[src/rtl/retry_end_bounded_if.sv]
// Retry channel between the retry end stage and the retry start stage.
//
// Handshake: the end stage raises valid with id when a faulty result needs
// re-execution. The start stage raises ready when it can take it. A transfer
// happens in every cycle where valid and ready are both 1. valid and id may
// depend combinationally on the end stage's inputs. ready must not depend
// combinationally on valid or id; the start stage registers the failed id.
//
// Signals:
//   id     element ID of the result to be retried
//   valid  retry request
//   ready  start stage accepts the request
//
// Modports:
//   master  end stage   (drives id/valid, samples ready)
//   slave   start stage (samples id/valid, drives ready)
interface retry_interface #(
  parameter int IDSize = 1
);
  logic [IDSize-1:0] id;
  logic              valid;
  logic              ready;

  modport master (output id, output valid, input ready);
  modport slave  (input id, input valid, output ready);
endinterface

[src/rtl/retry_end_bounded.sv]
// Retry end stage with a bounded per-ID retry budget.
//
// Sits at the exit of a protected pipelined process. Good results are
// forwarded through a one-entry registered output stage. Faulty results are
// sent back over the retry channel until their ID has used up MaxRetries
// retries. After that, the result is forwarded with error_o set, so a
// persistent fault cannot livelock the pipeline.
//
// Ports:
//   clk_i, rst_i         clock, asynchronous active-high reset
//   data_i, id_i         result and its element ID from the process
//   needs_retry_i        fault detected on this result
//   valid_i / ready_o    upstream handshake
//   data_o, error_o      registered result, budget-exhausted tag
//   valid_o / ready_i    downstream handshake
//   retry                retry channel to the start stage (master side)
//   retry_count_o        saturating count of retry handshakes
//   exhausted_count_o    saturating count of budget-exhausted results
module retry_end_bounded #(
  parameter type DataType   = logic,
  parameter int  IDSize     = 1,
  parameter int  MaxRetries = 3,
  parameter int  StatWidth  = 16
) (
  input  logic                  clk_i,
  input  logic                  rst_i,
  input  DataType               data_i,
  input  logic [IDSize-1:0]     id_i,
  input  logic                  needs_retry_i,
  input  logic                  valid_i,
  output logic                  ready_o,
  output DataType               data_o,
  output logic                  error_o,
  output logic                  valid_o,
  input  logic                  ready_i,
  retry_interface.master        retry,
  output logic [StatWidth-1:0]  retry_count_o,
  output logic [StatWidth-1:0]  exhausted_count_o
);

  localparam int NumIds = 2 ** IDSize;
  // With MaxRetries=0 the counters never leave 0. They are kept one bit wide
  // so that no zero-width vectors appear.
  localparam int CntW = (MaxRetries > 0) ? $clog2(MaxRetries + 1) : 1;

  logic [CntW-1:0] cnt_q [NumIds];

  logic    valid_q;
  DataType data_q;
  logic    err_q;

  logic [CntW-1:0] cur_cnt;
  logic            budget_left;
  logic            retry_req;
  logic            exhaust;
  logic            good;
  logic            fwd_req;
  logic            out_free;
  logic            retry_hs;
  logic            fwd_hs;

  // Input classification. Exactly one of retry_req / exhaust / good is set
  // when valid_i is 1.
  always_comb begin
    cur_cnt     = cnt_q[id_i];
    budget_left = (int'(cur_cnt) < MaxRetries);
    retry_req   = valid_i & needs_retry_i & budget_left;
    exhaust     = valid_i & needs_retry_i & ~budget_left;
    good        = valid_i & ~needs_retry_i;
    fwd_req     = good | exhaust;
    // The output register can take a new result when it is empty or is being
    // drained in this same cycle. This gives one result per cycle.
    out_free    = ~valid_q | ready_i;
    // A retry request waits only on the start stage. It does not depend on
    // the output register, so retries keep flowing while the output stalls.
    ready_o     = retry_req ? retry.ready : out_free;
    retry_hs    = retry_req & retry.ready;
    fwd_hs      = fwd_req & out_free;
  end

  assign retry.valid = retry_req;
  assign retry.id    = id_i;

  // Per-ID retry budget. Only the entry for id_i can change in a cycle.
  always_ff @(posedge clk_i or posedge rst_i) begin
    if (rst_i) begin
      for (int i = 0; i < NumIds; i++) cnt_q[i] <= '0;
    end else if (retry_hs) begin
      cnt_q[id_i] <= cur_cnt + CntW'(1);
    end else if (fwd_hs) begin
      cnt_q[id_i] <= '0;
    end
  end

  // One-entry output register. A load takes priority over a drain, so a
  // load and a drain in the same cycle leave the register full.
  always_ff @(posedge clk_i or posedge rst_i) begin
    if (rst_i) begin
      valid_q <= 1'b0;
      data_q  <= '0;
      err_q   <= 1'b0;
    end else if (fwd_hs) begin
      valid_q <= 1'b1;
      data_q  <= data_i;
      err_q   <= exhaust;
    end else if (ready_i) begin
      valid_q <= 1'b0;
    end
  end

  assign valid_o = valid_q;
  assign data_o  = data_q;
  assign error_o = err_q;

  // Saturating statistics counters.
  always_ff @(posedge clk_i or posedge rst_i) begin
    if (rst_i) begin
      retry_count_o     <= '0;
      exhausted_count_o <= '0;
    end else begin
      if (retry_hs && (retry_count_o != '1))
        retry_count_o <= retry_count_o + StatWidth'(1);
      if (fwd_hs && exhaust && (exhausted_count_o != '1))
        exhausted_count_o <= exhausted_count_o + StatWidth'(1);
    end
  end

endmodule

[src/flat_wrapper.sv]
// flat-port wrapper written by rule: the top's interface ports become plain ports
module retry_end_bounded_flat 
#(
  parameter type DataType   = logic,
  parameter int  IDSize     = 1,
  parameter int  MaxRetries = 3,
  parameter int  StatWidth  = 16
)
  (clk_i, rst_i, data_i, id_i, needs_retry_i, valid_i, ready_o, data_o, error_o, valid_o, ready_i, retry_count_o, exhausted_count_o, retry_id, retry_valid, retry_ready);
  retry_interface #(.IDSize(IDSize)) retry_i ();
  input  logic clk_i;
  input  logic rst_i;
  input  DataType data_i;
  input  logic [IDSize-1:0] id_i;
  input  logic needs_retry_i;
  input  logic valid_i;
  output logic ready_o;
  output DataType data_o;
  output logic error_o;
  output logic valid_o;
  input  logic ready_i;
  output logic [StatWidth-1:0] retry_count_o;
  output logic [StatWidth-1:0] exhausted_count_o;
  output wire logic [$bits(retry_i.id)-1:0] retry_id;
  output wire logic [$bits(retry_i.valid)-1:0] retry_valid;
  input wire logic [$bits(retry_i.ready)-1:0] retry_ready;
  assign retry_id = retry_i.id;
  assign retry_valid = retry_i.valid;
  assign retry_i.ready = retry_ready;
  retry_end_bounded #(.DataType(DataType), .IDSize(IDSize), .MaxRetries(MaxRetries), .StatWidth(StatWidth)) u_core (.clk_i(clk_i), .rst_i(rst_i), .data_i(data_i), .id_i(id_i), .needs_retry_i(needs_retry_i), .valid_i(valid_i), .ready_o(ready_o), .data_o(data_o), .error_o(error_o), .valid_o(valid_o), .ready_i(ready_i), .retry(retry_i), .retry_count_o(retry_count_o), .exhausted_count_o(exhausted_count_o));
endmodule
[config.mk]
export PLATFORM = sky130hd
export DESIGN_NAME = retry_end_bounded_flat
export DESIGN_NICKNAME = d
export VERILOG_FILES = /design/src/rtl/retry_end_bounded_if.sv /design/src/rtl/retry_end_bounded.sv /design/src/flat_wrapper.sv
export SDC_FILE = /design/constraint.sdc
export NUM_CORES = 1
export LEC_CHECK = 0
export CORE_MARGIN = 4
export CORE_UTILIZATION = 49
export DETAILED_ROUTE_END_ITERATION = 12
export HOLD_SLACK_MARGIN = 0.1
export PLACE_DENSITY = 0.76
export SYNTH_ARGS = -nofsm -noshare
export SYNTH_HDL_FRONTEND = slang
export SYNTH_SLANG_ARGS = --single-unit
[constraint.sdc]
create_clock -name clk_i -period 3.55 [get_ports clk_i]
set_input_delay 0.71 -clock clk_i [delete_from_list [all_inputs] [get_ports clk_i]]
set_output_delay 0.71 -clock clk_i [all_outputs]
set_load 0.01 [all_outputs]
==> results of run 1 <==
-- worst max-delay path: cells and delay by family --
| kind | cells | cell delay [ns] |
|---|---|---|
| multiplexers | 1 | 0.36 |
| AND/OR/NAND/NOR | 1 | 0.25 |
| adder cells (fa/ha/maj) | 1 | 0.22 |
| buffers and inverters | 2 | 1.07 |
-- metrics by stage --
step,util (%),total power [mW]
3_3_place_gp,63.8,0.785
4_1_cts,66.3,1.12
3_5_place_dp,63.8,0.790
5_1_grt,66.4,1.17
6_report,66.4,1.11
2_1_floorplan,-,0.663
-- metal layers --
layer  vias to the layer above  GRT usage, %  wire length [microns]
li1                        801             -                      -
met1                       782          23.2                   1880
met2                        45          30.6                   2120
met3                         4          4.71                    186
met4                         0          5.85                     13
met5                         -             0                      0
-- power groups by stage --
stage / logic [mW] / clock network [mW] / registers [mW]
after global placement: 0.229 / 0 / 0.557
after global routing: 0.251 / 0.362 / 0.557
after detailed placement: 0.232 / 0 / 0.558
final: 0.229 / 0.326 / 0.549
after floorplan: 0.0996 / 0 / 0.564
after CTS: 0.233 / 0.340 / 0.549
-- worst paths after layout --
path	start	endpoint	slack, ns
hold / removal	u_core.error_o	u_core.error_o	0.48
hold reg to reg	u_core.error_o	u_core.error_o	0.48
max in group asynchronous	rst_i	u_core.exhausted_count_o[15]	2.09
setup / recovery	id_i	retry_valid	0.22
setup reg to reg	u_core.cnt_q[0]	u_core.retry_count_o[14]	1.19
min in group asynchronous	rst_i	u_core.retry_count_o[6]	0.82
-- area by class of cell --
class,instances,area share [%]
Clock buffer,8,3.77
Inverter,3,0.424
Multi-Input combinational cell,144,38.0
Sequential cell,39,36.7
Tap cell,50,2.36
Timing Repair Buffer,51,18.7
-- cells in the final DEF (no fill, tap or decap), types with 3 or more instances in the layout --
cell type and n:
nand2b_1 3, nand4_1 14, and4_1 5, xor2_1 14, a21oi_1 6, dfrtp_1 39
clkdlybuf4s50_1 44, and3_1 5, xnor2_1 10, nand3_1 9, clkbuf_8 7, nand2_1 14
mux2_1 3, buf_4 6, nor2_1 6, o21ai_0 7, ha_1 3, inv_1 3
a21o_1 3, nor3_1 8, mux2i_1 3, nor4_1 3, mux2_2 3
-- registers in the layout (all words and copies together) (netlist names) --
name / flops
u_core.exhausted_count_o: 16
u_core.retry_count_o: 16
u_core.cnt_q: 4
u_core.data_o: 1
u_core.error_o: 1
u_core.valid_o: 1
-- logic make-up after synthesis --
logic type | synth area share [%]
AO/OA/AOI/OAI | 7.30
XOR/XNOR | 10.4
adder cells (fa/ha/maj) | 1.86
buffers and inverters | 1.92
flip-flops | 48.2
multiplexers | 4.82
AND/OR/NAND/NOR | 25.5
-- repair_timing --
action | CTS | global route
hold endpoints to repair | 0 | 0
setup endpoints to repair | 0 | 1
gates resized for setup | 0 | 1
==> flow_summary_export.csv, run 1 <==
group,metric,value,unit
timing,slew_headroom,53.8,%
drt,routed_wl,4200,microns
synthesis,synth-main-ff-cell,"dfrtp_1",
synthesis,synthDominantCellAreaShare,48.2,%
timing,period_share,93.8,%
timing,hold_violations,0,
grt,grt_pass1_wl,7540,microns
worst_setup_path,critPathKind,"input port to primary output",
placed_design,dpl_cell_area,2550,sq um
final_layout,fill_cells,331,
grt,grt.total_usage,18.3,%
clock_tree,clkLatencyLatePin,0.29,ns
final_layout,drive_gt1_share,10.2,%
flow_run,drv_cap,0,
power_and_ir_drop,swShare,27.7,%
die,top_level_ports,46,
clock_tree,clk_pin_slew,0.07,ns
synthesis,synthCells,190,
timing,fin_ws,0.220,ns
die,dieWidth,72.3,microns
final_layout,num_antenna_cells,0,
timing,rsz0062_at_grt,"false",
die,initial_core_util,50.6,%
drt,ant_nets,0,
worst_setup_path,max_stage_delay,0.54,ns
worst_setup_path,cp_common_cell,"clkdlybuf4s50_1",
status,status,"complete, no violations",
drt,drt_iter0_markers,64,
clock_tree,h-tree-depth,2,
synthesis,syn-mean-instance-area,10.6,sq um
drt,drc,0,
final_layout,final_area,2660,sq um
timing,maxSlewViolCount,0,
grt,grt_pass1_vias,1677,
clock_tree,max-clock-path-buffers,2,
power_and_ir_drop,seqPwrFrac,49.7,%
timing,tightest_slew,0.692,ns
worst_setup_path,reg2reg_depth,7,
synthesis,yosysWarnings,0,
timing,finClkSkew,0.00848,ns
die,rows,23,
clock_tree,cts_num_sinks,39,
clock_tree,cts_tree,"built",
placed_design,gp_congestion,0.849,
power_and_ir_drop,intPower,0.799,mW
worst_setup_path,startpoint_type,"input port",
worst_setup_path,cp_cell_sequence,"clkdlybuf4s50_1 -> mux2_2 -> ha_1 -> and3b_2 -> clkdlybuf4s50_1",
die,core_area,4000,sq um
grt,antenna_found_initial,0,
placed_design,dp_worst_setup_slack,0.0501,ns
synthesis,synth_most_common_cell,"dfrtp_1",
synthesis,ys_seq_area_share,48.2,%
worst_hold_path,holdCritPathClass,"flop to flop",
worst_setup_path,cp-end-kind,"primary output",
synthesis,syn_nets,201,
power_and_ir_drop,clkPwrFrac,29.5,%
die,die_h,72.3,microns
placed_design,io_buffers,45,
drt,vias_per_cell,5.53,
power_and_ir_drop,p_leak,1.20,nW
synthesis,synth_cell_types,44,
placed_design,dp_cells,287,
clock_tree,cts_made_buffers,5,
grt,gr-total-overflow,0,
final_layout,final-seq-area,976,sq um
clock_tree,root_buffer,"clkbuf_8",
power_and_ir_drop,p_switching,0.306,mW
power_and_ir_drop,pwr-share-comb,20.7,%
timing,setup-violations-final,0,
synthesis,synthTopCellsByCount,"39 x dfrtp_1, 14 x nand2_1, 14 x nand4_1, 14 x xor2_1, 10 x xnor2_1",
worst_hold_path,hold_depth,1,
synthesis,synth-edff-count,0,
drt,via_count,1632,
synthesis,ys_ff_latch,39,
power_and_ir_drop,vdd_drop_max,243,uV
final_layout,multi_input_area,1010,sq um
worst_setup_path,arrival,2.62,ns
synthesis,synthTopCellsByArea,"dfrtp_1 48%, xor2_1 6.1%, nand4_1 4.3%",
die,die-area,5220,sq um
final_layout,area_growth,31.3,%
synthesis,yosysTopAreaCell,"dfrtp_1",
grt,grt_max_degree,19,
drt,firstDrtPassIters,4,
final_layout,fin_nets,255,
timing,max_clock_freq,300,MHz
drt,wl_per_cell,14.2,microns
final_layout,final_cells,295,
worst_setup_path,required,2.84,ns
synthesis,synthArstFlopShare,100,%
placed_design,dp_hpwl,3180,microns
worst_setup_path,slowest_stage,"clkdlybuf4s50_1",
timing,holdWs,0.483,ns
synthesis,syn_area,2020,sq um
clock_tree,cts_setup_buffers,0,
power_and_ir_drop,pwr_density_cell,416,nW/um^2
clock_tree,cts_hold_buffers,0,
timing,min_period,3.33,ns
worst_setup_path,worstPathMaxFanout,4,
timing,setup_tns,0,ns
Note: power is estimated with default switching activity, not from simulation.
==> inputs of run 2 (changes only) <==
--- a/config.mk
+++ b/config.mk
@@ -7,9 +7,11 @@
 export LEC_CHECK = 0
 export CORE_MARGIN = 4
 export CORE_UTILIZATION = 49
+export CTS_CLUSTER_DIAMETER = 200
 export DETAILED_ROUTE_END_ITERATION = 12
 export HOLD_SLACK_MARGIN = 0.1
 export PLACE_DENSITY = 0.76
+export SETUP_SLACK_MARGIN = 0.4
 export SYNTH_ARGS = -nofsm -noshare
 export SYNTH_HDL_FRONTEND = slang
 export SYNTH_SLANG_ARGS = --single-unit
==> run 2 against run 1 <==
Compared with the run above: first-iteration DRC count is 50% higher; via count is 0.37% lower; clock power hardly changed; fmax is 8.8% higher; sequential power hardly changed; cell count stayed put; wire length is 0.43% lower; critical path type unchanged.
==> flow_summary_export.csv, run 2 (synthesis gave the netlist of run 1 again) <==
group,metric,value,unit
status,status,"complete, no violations",
worst_setup_path,required,2.84,ns
timing,setup_tns,0,ns
die,top_level_ports,46,
drt,firstDrtPassIters,4,
power_and_ir_drop,vdd_drop_max,243,uV
die,core_area,4000,sq um
timing,max_clock_freq,327,MHz
clock_tree,cts_num_sinks,39,
power_and_ir_drop,p_switching,0.305,mW
drt,routed_wl,4180,microns
final_layout,drive_gt1_share,10.2,%
placed_design,dp_hpwl,3180,microns
grt,grt_max_degree,19,
power_and_ir_drop,p_leak,1.19,nW
clock_tree,cts_setup_buffers,0,
final_layout,fin_nets,255,
grt,grt.busiest_layer,"met2",
clock_tree,root_buffer,"clkbuf_8",
drt,ant_nets,0,
die,dieWidth,72.3,microns
worst_hold_path,holdCritPathClass,"flop to flop",
grt,grt_use_met2,30.6,%
drt,wl_per_cell,14.2,microns
timing,setup-violations-final,0,
drt,drc,0,
final_layout,num_antenna_cells,0,
timing,slew_headroom,54.5,%
worst_setup_path,ff2ff_setup_slack,1.20,ns
worst_setup_path,cp-end-kind,"primary output",
grt,grt_use_met1,23.2,%
power_and_ir_drop,clkPwrFrac,29.6,%
timing,rsz0062_at_grt,"false",
clock_tree,cts_hold_buffers,0,
grt,grt_pass1_vias,1677,
die,die_h,72.3,microns
placed_design,dpl_cell_area,2550,sq um
timing,hold_violations,0,
clock_tree,cts_tree,"built",
worst_setup_path,worstPathMaxFanout,4,
power_and_ir_drop,intPower,0.798,mW
timing,finClkSkew,0.00830,ns
worst_hold_path,min-delay-start,"u_core.error_o",
die,rows,23,
power_and_ir_drop,seqPwrFrac,49.8,%
die,die-area,5220,sq um
final_layout,fin_util,66.3,%
power_and_ir_drop,pwr-share-comb,20.7,%
clock_tree,clk_pin_slew,0.07,ns
worst_hold_path,hold_depth,1,
power_and_ir_drop,pwr_density_cell,416,nW/um^2
drt,via_count,1626,
timing,min_period,3.06,ns
clock_tree,max-clock-path-buffers,2,
clock_tree,cts_resized,2,
worst_setup_path,arrival,2.35,ns
final_layout,layout_common_cells,"43 x clkdlybuf4s50_1, 39 x dfrtp_1, 14 x nand4_1, 14 x nand2_1, 14 x xor2_1",
die,initial_core_util,50.6,%
flow_run,drv_cap,0,
clock_tree,cts_made_buffers,5,
worst_setup_path,rr_startpoint,"u_core.cnt_q[3]",
final_layout,top_regs,"u_core.exhausted_count_o x16, u_core.retry_count_o x16, u_core.cnt_q x4",
power_and_ir_drop,swShare,27.7,%
placed_design,io_buffers,45,
timing,maxSlewViolCount,0,
timing,tightest_slew,0.682,ns
timing,period_share,86.2,%
final_layout,area_growth,31.0,%
worst_setup_path,startpoint_type,"input port",
grt,grt.total_usage,18.3,%
worst_setup_path,critPathKind,"input port to primary output",
clock_tree,clkLatencyLatePin,0.29,ns
worst_setup_path,reg2reg_depth,7,
grt,grtUsageMet3,4.71,%
drt,vias_per_cell,5.51,
worst_setup_path,timing.rr.end,"u_core.retry_count_o[14]",
worst_hold_path,hold_end,"u_core.error_o",
final_layout,final_common_cell,"clkdlybuf4s50_1",
placed_design,gp_congestion,0.849,
grt,gr-total-overflow,0,
grt,antenna_found_initial,0,
final_layout,final_area,2650,sq um
drt,drt_iter0_markers,96,
grt,grt_pass1_wl,7540,microns
clock_tree,h-tree-depth,2,
## run 2: cell count changes in the layout (fill, tap and decap cells not counted), sizes merged
cell and change:
dlymetal6s2s -1, dlygate4sd2 +2, clkdlybuf4s50 -1
## run 2: power by group through the flow
stage	Combinational, mW	Sequential (mW)	Clock, mW
after detailed placement	0.232	0.558	0
after global placement	0.229	0.557	0
after floorplan	0.0996	0.564	0
after CTS	0.232	0.549	0.340
after global routing	0.250	0.557	0.362
final	0.228	0.549	0.326
## run 2: critical path, cell delays in order
cell             delay (ns)
dlygate4sd2_1          0.27
mux2_2                 0.36
ha_1                   0.22
and3b_2                0.25
clkdlybuf4s50_1        0.53
## run 2: per-layer routing
| metal | vias to the layer above | wire [microns] |
|---|---|---|
| met2 | 43 | 2080 |
| met4 | 0 | 44 |
| li1 | 803 | - |
| met3 | 6 | 200 |
| met5 | - | 0 |
| met1 | 774 | 1860 |
## run 2: per-stage QoR
stage	hold slack, ns	setup slack [ns]	total power, mW	instances
after floorplan	0.445	0.801	0.663	190
after global placement	0.459	0.108	0.785	287
after detailed placement	0.466	0.0501	0.790	287
after CTS	0.482	0.489	1.12	295
after global routing	0.490	0.424	1.17	295
final	0.483	0.491	1.10	295
## run 2: area by class of cell
| class | count | area, sq um |
|---|---|---|
| multi-input cells | 144 | 1010 |
| flip-flops and latches | 39 | 976 |
| inverters | 3 | 11.3 |
| fillers | 331 | 1350 |
| repair buffers | 51 | 493 |
| clock buffers | 8 | 100 |
| well taps | 50 | 62.6 |
## run 2: worst max-delay path by stage
stage / endpoint / from / cells past startpoint / slack (ns)
after detailed placement: ready_o / id_i / 7 / 0.05
after CTS: retry_valid / id_i / 5 / 0.49
after floorplan: ready_o / id_i / 6 / 0.80
after global routing: retry_valid / id_i / 5 / 0.42
final: retry_valid / id_i / 5 / 0.49
after global placement: ready_o / id_i / 7 / 0.11
